**src/rtl/seq_multiplier.sv**
```systemverilog
// Iterative shift-add multiplier with valid/ready handshakes on operands and result.
// Define SEQ_MULT_SIGNED_EN to enable two's-complement operation selected by is_signed.
module seq_multiplier #(
    parameter int WIDTH = 8
) (
    input  logic                 clk,
    input  logic                 rst,
    input  logic [WIDTH-1:0]     A,
    input  logic [WIDTH-1:0]     B,
    input  logic                 is_signed,
    input  logic                 in_valid,
    output logic                 in_ready,
    output logic [2*WIDTH-1:0]   Prod,
    output logic                 out_valid,
    input  logic                 out_ready
);

    localparam int PW = 2 * WIDTH;
    localparam int CW = $clog2(WIDTH);

    localparam logic [1:0] S_IDLE = 2'd0;
    localparam logic [1:0] S_BUSY = 2'd1;
    localparam logic [1:0] S_DONE = 2'd2;

    logic [1:0]       state_r;
    logic [PW-1:0]    mcand_r;
    logic [WIDTH-1:0] mplier_r;
    logic [PW-1:0]    acc_r;
    logic [CW-1:0]    cnt_r;

    logic [WIDTH-1:0] a_mag_s;
    logic [WIDTH-1:0] b_mag_s;
    logic [PW-1:0]    acc_add_s;
    logic [PW-1:0]    prod_next_s;

    assign in_ready = (state_r == S_IDLE);

    // Accumulator plus the current partial product selected by the multiplier LSB.
    always_comb begin
        acc_add_s = acc_r;
        if (mplier_r[0]) begin
            acc_add_s = acc_r + mcand_r;
        end else begin
            acc_add_s = acc_r;
        end
    end

`ifdef SEQ_MULT_SIGNED_EN
    logic neg_r;

    // |v| fits in WIDTH unsigned bits even for the most negative value.
    function automatic logic [WIDTH-1:0] magnitude(input logic [WIDTH-1:0] v, input logic sgn);
        if (sgn && v[WIDTH-1]) begin
            magnitude = ~v + WIDTH'(1);
        end else begin
            magnitude = v;
        end
    endfunction

    assign a_mag_s     = magnitude(A, is_signed);
    assign b_mag_s     = magnitude(B, is_signed);
    assign prod_next_s = neg_r ? (~acc_add_s + PW'(1)) : acc_add_s;

    // Result sign captured alongside the operand magnitudes.
    always_ff @(posedge clk) begin
        if (rst) begin
            neg_r <= 1'b0;
        end else if (state_r == S_IDLE && in_valid) begin
            neg_r <= is_signed & (A[WIDTH-1] ^ B[WIDTH-1]);
        end
    end
`else
    logic unused_is_signed_s;

    assign unused_is_signed_s = is_signed;
    assign a_mag_s            = A;
    assign b_mag_s            = B;
    assign prod_next_s        = acc_add_s;
`endif

    // Handshake FSM and shift-add datapath; one multiplier bit per BUSY edge.
    always_ff @(posedge clk) begin
        if (rst) begin
            state_r   <= S_IDLE;
            mcand_r   <= {PW{1'b0}};
            mplier_r  <= {WIDTH{1'b0}};
            acc_r     <= {PW{1'b0}};
            cnt_r     <= {CW{1'b0}};
            Prod      <= {PW{1'b0}};
            out_valid <= 1'b0;
        end else begin
            case (state_r)
                S_IDLE: begin
                    if (in_valid) begin
                        mcand_r  <= {{WIDTH{1'b0}}, a_mag_s};
                        mplier_r <= b_mag_s;
                        acc_r    <= {PW{1'b0}};
                        cnt_r    <= {CW{1'b0}};
                        state_r  <= S_BUSY;
                    end
                end
                S_BUSY: begin
                    acc_r    <= acc_add_s;
                    mcand_r  <= {mcand_r[PW-2:0], 1'b0};
                    mplier_r <= {1'b0, mplier_r[WIDTH-1:1]};
                    cnt_r    <= cnt_r + CW'(1);
                    if (cnt_r == CW'(WIDTH - 1)) begin
                        Prod      <= prod_next_s;
                        out_valid <= 1'b1;
                        state_r   <= S_DONE;
                    end
                end
                S_DONE: begin
                    if (out_ready) begin
                        out_valid <= 1'b0;
                        state_r   <= S_IDLE;
                    end
                end
                default: begin
                    out_valid <= 1'b0;
                    state_r   <= S_IDLE;
                end
            endcase
        end
    end

endmodule

```
**config.mk**
```make
export PLATFORM = sky130hd
export DESIGN_NAME = seq_multiplier
export DESIGN_NICKNAME = d
export VERILOG_FILES = /design/src/rtl/seq_multiplier.sv
export SDC_FILE = /design/constraint.sdc
export NUM_CORES = 1
export LEC_CHECK = 0
export CAP_MARGIN = 0
export CELL_PAD_IN_SITES_DETAIL_PLACEMENT = 0
export CELL_PAD_IN_SITES_GLOBAL_PLACEMENT = 1
export CORE_AREA = 4 4 98 100
export DETAILED_ROUTE_END_ITERATION = 8
export DIE_AREA = 0 0 102 104
export PLACE_DENSITY_LB_ADDON = 0.1
export SYNTH_ARGS = -nofsm -noshare
export SYNTH_HDL_FRONTEND = slang
export SYNTH_SLANG_ARGS = --single-unit
```
**constraint.sdc**
```tcl
create_clock -name clk -period 3.4 [get_ports clk]
set_clock_uncertainty 0.2 [all_clocks]
set_input_delay 0.85 -clock clk [delete_from_list [all_inputs] [get_ports clk]]
set_output_delay 0.85 -clock clk [all_outputs]
set_load 0.02 [all_outputs]
```
==> flow_metrics.py <==
metrics = {
    "floorplan": {
        "initial_core_util": 0.392,
        "core-area_sq_mm": 0.00868,
        "io_pins": 39,
        "die_w_um": 102,
        "rows": 34,
        "dieArea_sq_mm": 0.0106,
        "fp.dieH_um": 104,
    },
    "synthesis": {
        "synth_seq_cells": 62,
        "syn_nets": 442,
        "synth_area_sq_mm": 0.00340,
        "ys.flop_type": "dfxtp_1",
        "ys_async_sr_fraction": 0,
        "yosys_warnings": 0,
        "synth_edf_count": 0,
        "ys_types": 57,
        "syn_inst": 403,
        "synthSimpleGateAreaFrac": 0.187,
        "synthAdderAreaFrac": 0.0684,
        "synth_mux_area_frac": 0.0243,
        "synth_top_family_by_area": "compound AO/OA/AOI/OAI gates",
        "avgSynthCellArea_sq_um": 8.44,
        "ys_seq_area_frac": 0.365,
        "synth-compound-area-share": 0.285,
        "synth-xor-area-share": 0.0257,
    },
    "flow_run": {
        "cap_viol_max_count": 0,
    },
    "clock_network": {
        "cts_tree": "done",
        "clk_path_buf_depth": 2,
        "cts_sinks": 62,
        "clk_pin_slew_ps": 70,
        "htree_levels": 3,
        "numCtsBuffers": 9,
        "clkLatencyLatePin_ps": 340,
        "postCtsSetupBuffers": 0,
        "cts_resized": 0,
        "root_buffer": "clkbuf_8",
        "hold_buffers": 0,
    },
    "sta": {
        "worst_pin_slew_ps": 772,
        "slew_headroom": 0.485,
        "layout_min_cycle_time_ps": 2690,
        "rsz0062_at_grt": "false",
        "fmax_ghz": 0.372,
        "drv_slew": 0,
        "setup_violations": 0,
        "hold_violations": 0,
        "fin_crit_sh": 0.791,
        "fin_tns_setup_ps": 0,
    },
    "critical_path": {
        "rr_startpoint": "mcand_r[0]$_SDFFE_PP0P_",
        "ff2ff_path_depth": 8,
        "critPathMaxStageDelay_ps": 410,
        "critPathBufInv": 0,
        "crit_slowest_cell": "fa_1",
        "cp-startpoint": "mcand_r[0]$_SDFFE_PP0P_",
        "rrSetupSlack_ps": 710,
        "path_cells": "ha_1, fa_1, a21o_1, a311o_2, a21oi_1, o21ai_0, xnor2_1, a311oi_1",
        "crit_family": "compound AO/OA/AOI/OAI gates",
        "rr_endpoint": "Prod[12]$_SDFFE_PP0P_",
        "path_class": "flop to flop",
        "path_max_fanout": 3,
        "cp-end-kind": "flop",
        "startpoint_type": "flop",
        "worstPathRequired_ps": 3460,
        "cp.arrival_ps": 2750,
    },
    "pwr": {
        "p_per_area_mw_per_mm2": 400,
        "total_power_mw": 1.63,
        "vdd_drop_max_mv": 0.195,
        "power_leakage_nw": 1.62,
    },
    "worst_hold_path": {
        "holdPathStages": 2,
        "min_path_type": "flop to flop",
        "min_to": "Prod[4]$_SDFFE_PP0P_",
        "hold_path_startpoint": "Prod[4]$_SDFFE_PP0P_",
    },
    "layout": {
        "nets": 470,
        "num_antenna_cells": 0,
        "area_growth_pct": 19.4,
        "final_common_cell": "dfxtp_1",
        "stdcell_count": 544,
        "final_cell_mix": "dfxtp_1 (62), nor2_1 (58), clkdlybuf4s50_1 (37)",
        "drive_above_1_share": 0.126,
        "postLayoutCoreUtil": 0.468,
        "fillers": 916,
    },
    "outcome": {
        "status": "completed",
    },
    "global_route": {
        "grt_usage": 0.174,
        "grt_pass1_vias": 2905,
        "overflow": 0,
        "grt_pass1_wl_um": 14900,
        "grt_start_max_net_pins": 38,
        "antenna_found_initial": 0,
    },
    "drt": {
        "vias": 3017,
        "routedWlPerCell_um": 16.3,
        "drtAntennaViolNets": 0,
        "drtIter0Drc": 164,
        "drt_pass1_iterations": 4,
        "via_per_inst": 5.55,
        "drc": 0,
        "wl_um": 8850,
    },
    "placed_design": {
        "portBuffers": 37,
        "place_congestion": 0.804,
        "dp_cells": 528,
        "dp_hpwl_um": 6110,
    },
}
[sequential cells by signal, summed over array words and instances (netlist names)]
name,count
Prod,16
acc_r,16
mcand_r,16
mplier_r,8
cnt_r,3
state_r,2
out_valid,1
[cells in the mapped netlist (2+ instances only)]
| library cell | n | share of area |
|---|---|---|
| o32ai_1 | 2 | 0.0051 |
| a21oi_1 | 33 | 0.049 |
| o41ai_1 | 2 | 0.0051 |
| and2_1 | 3 | 0.0055 |
| or3_1 | 4 | 0.0074 |
| a32oi_1 | 2 | 0.0051 |
| mux2_2 | 2 | 0.0066 |
| a21o_1 | 4 | 0.0088 |
| xor2_1 | 5 | 0.013 |
| a311o_2 | 2 | 0.0066 |
| o21a_1 | 2 | 0.0044 |
| nand3_1 | 10 | 0.015 |
| o21ai_0 | 20 | 0.029 |
| inv_1 | 6 | 0.0066 |
| nand2_1 | 24 | 0.026 |
| buf_2 | 4 | 0.0059 |
| o2111a_1 | 2 | 0.0066 |
| a22oi_1 | 17 | 0.037 |
| dfxtp_1 | 62 | 0.36 |
| buf_1 | 5 | 0.0055 |
| a211o_1 | 4 | 0.010 |
| nor2_1 | 58 | 0.064 |
| xnor2_1 | 5 | 0.013 |
| nor4b_1 | 2 | 0.0051 |
| a31oi_1 | 5 | 0.0092 |
| clkbuf_1 | 21 | 0.023 |
| a211o_2 | 2 | 0.0059 |
| o31ai_1 | 2 | 0.0044 |
| a22o_1 | 2 | 0.0051 |
| nor3_1 | 5 | 0.0074 |
| nor2b_1 | 18 | 0.033 |
| o221a_2 | 15 | 0.050 |
| a211oi_1 | 4 | 0.0088 |
| mux2i_1 | 6 | 0.018 |
| a31o_2 | 3 | 0.0077 |
| ha_1 | 17 | 0.062 |
| nand2b_1 | 3 | 0.0055 |
[how the worst max path moves through the flow]
stage / to / slack, ps / cells after the start
2_1_floorplan: Prod[14]$_SDFFE_PP0P_ / 990 / 8
3_3_place_gp: acc_r[14]$_SDFFE_PP0P_ / 640 / 6
3_5_place_dp: acc_r[14]$_SDFFE_PP0P_ / 640 / 6
4_1_cts: in_ready / 670 / 2
5_1_grt: Prod[12]$_SDFFE_PP0P_ / 560 / 8
6_report: Prod[12]$_SDFFE_PP0P_ / 710 / 8
[power breakdown]
| part | internal (mW) | total (mW) | leakage (nW) | switching (mW) |
|---|---|---|---|---|
| Combinational | 0.0895 | 0.194 | 1.01 | 0.105 |
| Clock | 0.375 | 0.657 | 0.106 | 0.283 |
| Sequential | 0.748 | 0.774 | 0.504 | 0.0261 |
| Total | 1.21 | 1.63 | 1.62 | 0.413 |
[area by class of cell]
type / instances / area, sq um / share of cell area
well taps: 108 / 135 / 0.0333
multi-input cells: 303 / 2010 / 0.494
inverters: 7 / 26.3 / 0.00647
clock inverters: 4 / 45.0 / 0.0111
clock buffers: 12 / 155 / 0.0382
flip-flops and latches: 62 / 1240 / 0.306
repair buffers: 48 / 453 / 0.111
[kinds of logic (layout without fill, tap and decap cells)]
family / Yosys count / after routing
compound gates: 132 / 132
buf+inv: 38 / 71
fa+ha+maj: 18 / 18
flops: 62 / 62
mux: 8 / 8
simple gates: 135 / 135
xor+xnor: 10 / 10
[metrics by stage]
stage,setup slack (ps),cell area [sq um],hold slack [ps]
6_report,711,4060,252
5_1_grt,557,4060,281
4_1_cts,673,4060,256
3_5_place_dp,640,3860,246
3_3_place_gp,641,3860,243
2_1_floorplan,991,3400,243
[worst min-delay path: cells and delay by family (launching register included)]
kind,cells,cell delay [ps]
AND/OR/NAND/NOR,1,50
flip-flops,1,310
AO/OA/AOI/OAI,1,50
[routing by layer]
layer,wire [um],vias to the layer above,GRT usage
met3,383,10,0.0376
met1,4190,1415,0.243
met4,117,0,0.0515
met2,4170,57,0.268
met5,0,-,0
li1,-,1535,-
Note: power is estimated with default switching activity, not from simulation.
